===== src/rtl/npu_cmd_master_if.sv =====
// npu_cmd_master_if: command/response and register-bus signals of the NPU command master.
interface npu_cmd_master_if #(
    parameter int TIMEOUT_W = 16
);
    logic                 CMD_VALID;
    logic                 CMD_READY;
    logic [1:0]           CMD_TYPE;
    logic [7:0]           CMD_ADR;
    logic [31:0]          CMD_WDATA;
    logic                 RSP_VALID;
    logic [31:0]          RSP_DATA;
    logic                 RSP_ERR;
    logic                 BUSY;
    logic [TIMEOUT_W-1:0] TIMEOUT;
    logic [7:0]           ADR;
    logic                 WR;
    logic                 RD;
    logic [31:0]          WDATA;
    logic [31:0]          RDATA;
    logic                 INT;

    modport master (
        input  CMD_VALID, CMD_TYPE, CMD_ADR, CMD_WDATA, TIMEOUT, RDATA, INT,
        output CMD_READY, RSP_VALID, RSP_DATA, RSP_ERR, BUSY, ADR, WR, RD, WDATA
    );

    modport slave (
        output CMD_VALID, CMD_TYPE, CMD_ADR, CMD_WDATA, TIMEOUT, RDATA, INT,
        input  CMD_READY, RSP_VALID, RSP_DATA, RSP_ERR, BUSY, ADR, WR, RD, WDATA
    );
endinterface


===== src/rtl/npu_cmd_master.sv =====
// npu_cmd_master: queued WRITE/READ/WAIT_INT command initiator for the NPU register bus.
// Define NPU_CMD_TIMEOUT_EN to bound WAIT_INT by the TIMEOUT port.
module npu_cmd_master #(
    parameter int FIFO_DEPTH = 8,
    parameter int TIMEOUT_W  = 16
) (
    input logic CLK,
    input logic RESET_X,
    npu_cmd_master_if.master bus
);
    localparam int AW = $clog2(FIFO_DEPTH);

    typedef enum logic [1:0] {IDLE, ISSUE, RD_WAIT, WAIT_INT} state_t;

    state_t        st;
    logic [41:0]   mem [FIFO_DEPTH];
    logic [AW-1:0] wp, rp;
    logic [AW:0]   cnt;
    logic          push, pop, is_rd, int_seen;
    logic [1:0]    h_type;
    logic [7:0]    h_adr;
    logic [31:0]   h_wdata;
`ifdef NPU_CMD_TIMEOUT_EN
    logic [TIMEOUT_W-1:0] tcnt;
`else
    logic unused_timeout;
    assign unused_timeout = ^bus.TIMEOUT;
`endif

    assign bus.CMD_READY = cnt != FIFO_DEPTH[AW:0];
    assign bus.BUSY = st != IDLE || cnt != '0;
    assign push = bus.CMD_VALID && bus.CMD_READY;
    assign pop = st == IDLE && cnt != '0;
    assign {h_type, h_adr, h_wdata} = mem[rp];

    always_ff @(posedge CLK)
        if (push) mem[wp] <= {bus.CMD_TYPE, bus.CMD_ADR, bus.CMD_WDATA};

    always_ff @(posedge CLK or negedge RESET_X)
        if (!RESET_X) begin
            wp  <= '0;
            rp  <= '0;
            cnt <= '0;
        end else begin
            if (push) wp <= wp + 1'b1;
            if (pop) rp <= rp + 1'b1;
            cnt <= cnt + {{AW{1'b0}}, push} - {{AW{1'b0}}, pop};
        end

    always_ff @(posedge CLK or negedge RESET_X)
        if (!RESET_X) begin
            st            <= IDLE;
            is_rd         <= 1'b0;
            int_seen      <= 1'b0;
            bus.ADR       <= '0;
            bus.WDATA     <= '0;
            bus.WR        <= 1'b0;
            bus.RD        <= 1'b0;
            bus.RSP_VALID <= 1'b0;
            bus.RSP_DATA  <= '0;
            bus.RSP_ERR   <= 1'b0;
`ifdef NPU_CMD_TIMEOUT_EN
            tcnt          <= '0;
`endif
        end else begin
            bus.WR        <= 1'b0;
            bus.RD        <= 1'b0;
            bus.RSP_VALID <= 1'b0;
            // later clears below take priority over this set
            if (bus.INT) int_seen <= 1'b1;
            case (st)
                IDLE: if (pop) begin
                    if (h_type == 2'd0) begin
                        bus.ADR   <= h_adr;
                        bus.WDATA <= h_wdata;
                        bus.WR    <= 1'b1;
                        is_rd     <= 1'b0;
                        st        <= ISSUE;
                        if (h_adr == 8'h00 && h_wdata[0]) int_seen <= 1'b0;
                    end else if (h_type == 2'd1) begin
                        bus.ADR <= h_adr;
                        bus.RD  <= 1'b1;
                        is_rd   <= 1'b1;
                        st      <= ISSUE;
                    end else if (h_type == 2'd2) begin
                        st <= WAIT_INT;
`ifdef NPU_CMD_TIMEOUT_EN
                        tcnt <= '0;
`endif
                    end else begin
                        bus.RSP_VALID <= 1'b1;
                        bus.RSP_ERR   <= 1'b1;
                        bus.RSP_DATA  <= '0;
                    end
                end
                ISSUE: st <= is_rd ? RD_WAIT : IDLE;
                RD_WAIT: begin
                    bus.RSP_DATA  <= bus.RDATA;
                    bus.RSP_VALID <= 1'b1;
                    bus.RSP_ERR   <= 1'b0;
                    st            <= IDLE;
                end
                WAIT_INT: if (int_seen || bus.INT) begin
                    bus.RSP_VALID <= 1'b1;
                    bus.RSP_ERR   <= 1'b0;
                    bus.RSP_DATA  <= '0;
                    int_seen      <= 1'b0;
                    st            <= IDLE;
                end
`ifdef NPU_CMD_TIMEOUT_EN
                else if (bus.TIMEOUT != '0) begin
                    tcnt <= tcnt + 1'b1;
                    if (tcnt == bus.TIMEOUT - 1'b1) begin
                        bus.RSP_VALID <= 1'b1;
                        bus.RSP_ERR   <= 1'b1;
                        bus.RSP_DATA  <= '0;
                        st            <= IDLE;
                    end
                end
`endif
                default: st <= IDLE;
            endcase
        end
endmodule

===== src/flat_wrapper.sv =====
// flat-port wrapper written by rule: the top's interface ports become plain ports
module npu_cmd_master_flat 
#(
    parameter int FIFO_DEPTH = 8,
    parameter int TIMEOUT_W  = 16
)
  (CLK, RESET_X, bus_CMD_VALID, bus_CMD_TYPE, bus_CMD_ADR, bus_CMD_WDATA, bus_TIMEOUT, bus_RDATA, bus_INT, bus_CMD_READY, bus_RSP_VALID, bus_RSP_DATA, bus_RSP_ERR, bus_BUSY, bus_ADR, bus_WR, bus_RD, bus_WDATA);
  npu_cmd_master_if #(.TIMEOUT_W(TIMEOUT_W)) bus_i ();
  input logic CLK;
  input logic RESET_X;
  input wire logic [$bits(bus_i.CMD_VALID)-1:0] bus_CMD_VALID;
  input wire logic [$bits(bus_i.CMD_TYPE)-1:0] bus_CMD_TYPE;
  input wire logic [$bits(bus_i.CMD_ADR)-1:0] bus_CMD_ADR;
  input wire logic [$bits(bus_i.CMD_WDATA)-1:0] bus_CMD_WDATA;
  input wire logic [$bits(bus_i.TIMEOUT)-1:0] bus_TIMEOUT;
  input wire logic [$bits(bus_i.RDATA)-1:0] bus_RDATA;
  input wire logic [$bits(bus_i.INT)-1:0] bus_INT;
  output wire logic [$bits(bus_i.CMD_READY)-1:0] bus_CMD_READY;
  output wire logic [$bits(bus_i.RSP_VALID)-1:0] bus_RSP_VALID;
  output wire logic [$bits(bus_i.RSP_DATA)-1:0] bus_RSP_DATA;
  output wire logic [$bits(bus_i.RSP_ERR)-1:0] bus_RSP_ERR;
  output wire logic [$bits(bus_i.BUSY)-1:0] bus_BUSY;
  output wire logic [$bits(bus_i.ADR)-1:0] bus_ADR;
  output wire logic [$bits(bus_i.WR)-1:0] bus_WR;
  output wire logic [$bits(bus_i.RD)-1:0] bus_RD;
  output wire logic [$bits(bus_i.WDATA)-1:0] bus_WDATA;
  assign bus_i.CMD_VALID = bus_CMD_VALID;
  assign bus_i.CMD_TYPE = bus_CMD_TYPE;
  assign bus_i.CMD_ADR = bus_CMD_ADR;
  assign bus_i.CMD_WDATA = bus_CMD_WDATA;
  assign bus_i.TIMEOUT = bus_TIMEOUT;
  assign bus_i.RDATA = bus_RDATA;
  assign bus_i.INT = bus_INT;
  assign bus_CMD_READY = bus_i.CMD_READY;
  assign bus_RSP_VALID = bus_i.RSP_VALID;
  assign bus_RSP_DATA = bus_i.RSP_DATA;
  assign bus_RSP_ERR = bus_i.RSP_ERR;
  assign bus_BUSY = bus_i.BUSY;
  assign bus_ADR = bus_i.ADR;
  assign bus_WR = bus_i.WR;
  assign bus_RD = bus_i.RD;
  assign bus_WDATA = bus_i.WDATA;
  npu_cmd_master #(.FIFO_DEPTH(FIFO_DEPTH), .TIMEOUT_W(TIMEOUT_W)) u_core (.CLK(CLK), .RESET_X(RESET_X), .bus(bus_i));
endmodule

===== config.mk =====
export PLATFORM = sky130hd
export DESIGN_NAME = npu_cmd_master_flat
export DESIGN_NICKNAME = d
export VERILOG_FILES = /design/src/rtl/npu_cmd_master_if.sv /design/src/rtl/npu_cmd_master.sv /design/src/flat_wrapper.sv
export SDC_FILE = /design/constraint.sdc
export NUM_CORES = 1
export LEC_CHECK = 0
export ABC_CLOCK_PERIOD_IN_PS = 4300
export CAP_MARGIN = 20
export CORE_ASPECT_RATIO = 0.5
export CORE_UTILIZATION = 51
export CTS_BUF_LIST = sky130_fd_sc_hd__clkbuf_16
export CTS_CLUSTER_SIZE = 30
export DETAILED_ROUTE_END_ITERATION = 10
export PLACE_DENSITY = 0.76
export SYNTH_ARGS = -nofsm -noshare
export SYNTH_HDL_FRONTEND = slang
export SYNTH_SLANG_ARGS = --single-unit

===== constraint.sdc =====
create_clock -name CLK -period 4.3 [get_ports CLK]
set_input_delay 0.86 -clock CLK [delete_from_list [all_inputs] [get_ports CLK]]
set_output_delay 0.86 -clock CLK [all_outputs]
set_load 0.01 [all_outputs]

# After elaboration in Yosys (flattened, before gate mapping)
# Memory sizes are Yosys's and may differ from the RTL's.
# Cells that the tools add are included.
# W data, S select, Z words.
[totals]
inputBits = 94
mem_bits_rw = 336
reg_bits = 90
out_inout_bits = 78
mem_count = 1
[classes]
n_eq_ne = 12
addsub = 4
muxes = 44
n_reduce_logical = 16
[mem_list]
columns = ["name", "depth", "width", "read_ports", "rd_ports_with_merged_regs", "write_ports", "line", "source"]
rows = [
  ["u_core.mem", 8, 42, 1, 0, 1, "npu_cmd_master.sv:16", "logic [41:0] mem [FIFO_DEPTH];"],
]
[op_table]
columns = ["cell", "count"]
rows = [
  ["$mux W32", 5],
  ["$pmux W32 S3", 1],
  ["$mux W1", 26],
  ["$mux W8", 2],
  ["$mux W2", 6],
  ["$reduce_and A3 Y1", 3],
  ["$logic_not A8 Y1", 1],
  ["$ne A4 B4 Y1 const B", 2],
  ["$pmux W2 S4", 1],
  ["$add A3 B1 Y3 const B", 2],
  ["$eq A2 B2 Y1 const B", 3],
  ["$ne A2 B2 Y1 const B", 3],
  ["$pmux W1 S3", 2],
  ["$reduce_and A6 Y1", 1],
  ["$add A4 B1 Y4", 1],
  ["$eq A2 B1 Y1 const B", 2],
  ["$logic_not A2 Y1", 2],
  ["$ne A2 B1 Y1 const B", 2],
  ["$reduce_bool A2 Y1", 2],
  ["$reduce_bool A4 Y1", 1],
  ["$sub A4 B1 Y4", 1],
  ["$logic_and A1 B1 Y1", 3],
  ["$reduce_bool A3 Y1", 1],
  ["$logic_or A1 B1 Y1", 2],
  ["$pmux W1 S2", 1],
]

# Longest topological paths before layout
# An unclocked memory read counts as a cell.
[depth]
ltp_word = 7
ltp_mapped = 12

# Worst setup path after synthesis
# OpenSTA, ideal clock, no wires.
[synth_path]
path_type = "input to register"
start = "input bus_CMD_VALID"
end = "memory u_core.mem[0][0], enable pin"
slack_ns = -0.380
t_arrival_ns = 4.187
t_required_ns = 3.807
setup_ns = 0.493
stages = 4
n_path_buf = 1
cell_sequence = "and2_1 clkbuf_1 nand2b_1 nor3_1"
[synth_via]
elab_chain_len = 3
[synth_rtl]
columns = ["item", "line", "source"]
rows = [
  ["start, declared", "flat_wrapper.sv:11", "input wire logic [$bits(bus_i.CMD_VALID)-1:0] bus_CMD_VALID;"],
  ["$logic_and A1 B1 Y1", "npu_cmd_master.sv:32", "assign push = bus.CMD_VALID && bus.CMD_READY;"],
  ["net u_core.push", "npu_cmd_master.sv:19", "logic push, pop, is_rd, int_seen;"],
  ["$mux W1", "npu_cmd_master.sv:37", "if (push) mem[wp] <= {bus.CMD_TYPE, bus.CMD_ADR, bus.CMD_WDATA};"],
  ["$mux W1 (implied by the code)", "npu_cmd_master.sv:37", ""],
  ["end, declared", "npu_cmd_master.sv:16", ""],
]
# The timed path passes the listed nets, and every way through them passes these cells.

# Worst setup path after layout
[layout_path]
start = "register u_core.rp[1]"
end = "register u_core.bus.RSP_ERR"
[layout_via]
elab_chain_len = 4
[layout_rtl]
columns = ["item", "line", "source"]
rows = [
  ["start, declared", "npu_cmd_master.sv:17", "logic [AW-1:0] wp, rp;"],
  ["start signal, assigned", "npu_cmd_master.sv:46", "if (pop) rp <= rp + 1'b1;"],
  ["$mem_v2 Z8 W42 *", "--", ""],
  ["$eq A2 B1 Y1 (tied with other cells)", "npu_cmd_master.sv:80", "end else if (h_type == 2'd1) begin"],
  ["$ne A2 B2 Y1 (no line)", "--", ""],
  ["$reduce_and A6 Y1 (no line) *", "--", ""],
  ["end signal, assigned", "npu_cmd_master.sv:92", "bus.RSP_ERR <= 1'b1;"],
  ["end signal, assigned", "npu_cmd_master.sv:100", "bus.RSP_ERR <= 1'b0;"],
  ["end signal, assigned", "npu_cmd_master.sv:105", "bus.RSP_ERR <= 1'b0;"],
  ["end, declared", "npu_cmd_master_if.sv:24", "output CMD_READY, RSP_VALID, RSP_DATA, RSP_ERR, BUSY, ADR, WR, RD, WDATA"],
]
# Every way passes the cells marked *; elsewhere a longest branch is shown, timed or not.
# A chain may end at the register's enable or synchronous reset.

==> qor.txt <==
Status: finished, violations left
Failing checks: design-rule violations
Slew @ Worst Pin: 0.838 ns
Critical-path top delay cell: dfrtp_4
Post-synth top area share: 0.614
Met2 usage: 0.341
Via Count: 8193
Library cells used by synthesis: 33
Most used DFF post-synth: edfxtp_1
Synth async-reset ratio: 0.211
CTS resizes: 0
Internal: 9380 uW
Register area share after synthesis: 0.751
First-pass GRT wire length: 49200 um
Post-Route Setup TNS: 0 ns
Nets: 1140
Layout cells sized above 1: 0.183
Class of the worst hold path: primary input to asynchronous set/reset pin
Vias in the first global route: 8514
CP top delay family: multiplexers
Syn nets: 966
Final hold vios: 0
Initial drt markers: 685
First-pass DRT Iterations: 7
Final setup vio count: 0
Post-Syn Area: 16400 um2
Max-slew violations: 0
Synth top cells by count: edfxtp_1, dfrtp_1, mux4_2
DRC Markers: 1
CTS root buf: clkbuf_16
Worst Path Max Fanout: 33
Full die area: 33000 um2
Sw power: 4080 uW
Worst-Skew Late Latency: 0.54 ns
Clock network fraction of total power: 0.250
Post-synthesis register bit count: 426
RSZ-0062 raised after global routing: false
Clock Sinks: 426
Cts hold-fix bufs: 0
Final period util: 0.766
Number of flops mapped to enable cells by yosys: 336
Avg Cell Area, Syn: 19.3 um2
GR peak layer: met2
Pwr dens: 677 nW/um2
CP bufs+invs: 2
Gr ovfl total: 0
Synth area leader: edfxtp_1
Hpwl dp: 17700 um
Num rows: 46
H-tree Lvls: 2
Routability cong.: 0.797
Starting Density: 0.518
Worst VDD drop: 0.000399 V
Met1 Usage GRT: 0.262
GRT Resource Usage Total: 0.198
Switching power share of the total: 0.303
Fmax: 0.303 GHz
Initial antenna violation count: 1
Post-route clock skew: 0.0139 ns
Area contributors post-synth: edfxtp_1, dfrtp_1, mux4_2
Critical path startpoint category: register
Die Ht: 129 um
Largest stage delay, worst path: 0.70 ns
Largest net degree at the start of global routing: 67
Setup CP Type: register to register
CTS tree: done
CP cell instances: mux4_2, mux2i_1, inv_1, ha_1, nor3_1, nor2_1, a211oi_4, buf_4, mux2_2
Clock transition at path regs: 0.06 ns
DR vias/cell: 5.50
Required time of the worst setup path: 4.72 ns
Fin crit period: 3.30 ns
Met3 usage in global routing: 0.0378
Routed wire length: 31800 um
Max clock buf depth: 3
Crit path capture type: register
Worst EP arrival: 3.71 ns
Post-Layout Cell Count: 1489
Pleak: 0.00705 uW
Dpl cells: 1417
Final ANT Viol Nets: 0
Combinational Power Share: 0.326
Synthesis warning total: 0
Max cap viols: 0
Share of power burned in registers: 0.425
Routed wire per std cell: 21.4 um
# IOs: 172
Layout fillers: 2127
Setup bufs post-CTS: 0
Die X: 256 um
Slew HR: 0.441
CORE AREA: 31700 um2
Mapped Cells: 852
Most common cell in the netlist: edfxtp_1
Port buffer count: 155
Area growth, synth to finish: 20.9%
Total CTS buffers: 38
[routing by layer]
metal  part of all wire  routed length (um)  up-vias
met1               0.41               13100     4243
met2               0.52               16400      269
met5                  0                   0        -
met3              0.056                1770       44
li1                   -                   -     3637
met4              0.018                 581        0
[area by class of cell]
cell class,instances,area (um2),share of cell area
Sequential cell,426,12400,0.621
Multi-Input combinational cell,339,3820,0.192
Timing Repair Buffer,173,1740,0.0876
Clock buffer,39,976,0.0491
Tap cell,432,541,0.0272
Clock inverter,31,269,0.0135
Inverter,48,180,0.00906
Antenna cell,1,2.50,0.000126
[through the flow]
stage | hold slack [ns] | cell area, um2 | setup WS, ns | power [uW] | utilization
detailed placement | 0.473 | 18600 | 0.997 | 10200 | 0.587
global route | 0.455 | 19900 | 0.872 | 14100 | 0.627
CTS | 0.429 | 19900 | 0.977 | 13600 | 0.626
finish | 0.407 | 19900 | 1.00 | 13500 | 0.627
global placement | 0.463 | 18600 | 1.06 | 10000 | 0.587
floorplan | 0.480 | 16500 | 0.746 | 8660 | -
[power by group through the flow]
stage / registers, uW / logic (uW) / clock network, uW
finish: 5720 / 4380 / 3360
floorplan: 5730 / 2930 / 0
CTS: 5730 / 4450 / 3430
global route: 5790 / 4750 / 3590
detailed placement: 5800 / 4400 / 0
global placement: 5750 / 4280 / 0
[logic make-up after synthesis]
group	Yosys count	synth area share
simple gates	98	0.0247
mux	171	0.170
xor+xnor	6	0.00320
fa+ha+maj	20	0.0157
compound gates	44	0.0144
buf+inv	87	0.0219
flops	426	0.751
[final timing paths]
kind                                      from                       to  slack [ns]  cells past startpoint
min                                    RESET_X  u_core.bus.RSP_DATA[27]        0.41                      1
max reg2reg                       u_core.rp[1]       u_core.bus.RSP_ERR        1.00                      9
max                               u_core.rp[1]       u_core.bus.RSP_ERR        1.00                      9
min reg2reg                u_core.bus.WDATA[0]      u_core.bus.WDATA[0]        0.48                      2
max in group asynchronous              RESET_X             u_core.rp[0]        3.04                      2
min in group CLK           u_core.bus.WDATA[0]      u_core.bus.WDATA[0]        0.48                      2
[flip-flops by register name, summed over array words and instances, names as in the netlist, 2 cells and up]
name and cells:
u_core.rp 3, u_core.bus.RSP_DATA 32, u_core.st 2, u_core.bus.ADR 8
u_core.wp 3, u_core.bus.WDATA 32, u_core.mem 336, u_core.cnt 4
[cell usage in the layout (no fill, tap or decap), drive strengths merged, types with 2 or more instances in the layout]
master	Yosys	layout
bufinv	0	4
ha	19	19
buf	21	19
mux4	84	84
nor2	13	13
nor3	4	4
or3b	2	2
nor4	2	2
edfxtp	336	336
mux2i	67	67
nand2b	3	3
a21oi	5	5
dfrtp	90	90
xnor2	3	3
nand3	2	2
xor2	3	3
mux2	20	20
clkdlybuf4s50	0	154
nand2	69	69
clkinv	0	19
o21ai	34	34
clkbuf	18	39
inv	48	56
No activity file was read; power rests on OpenSTA's default activity.
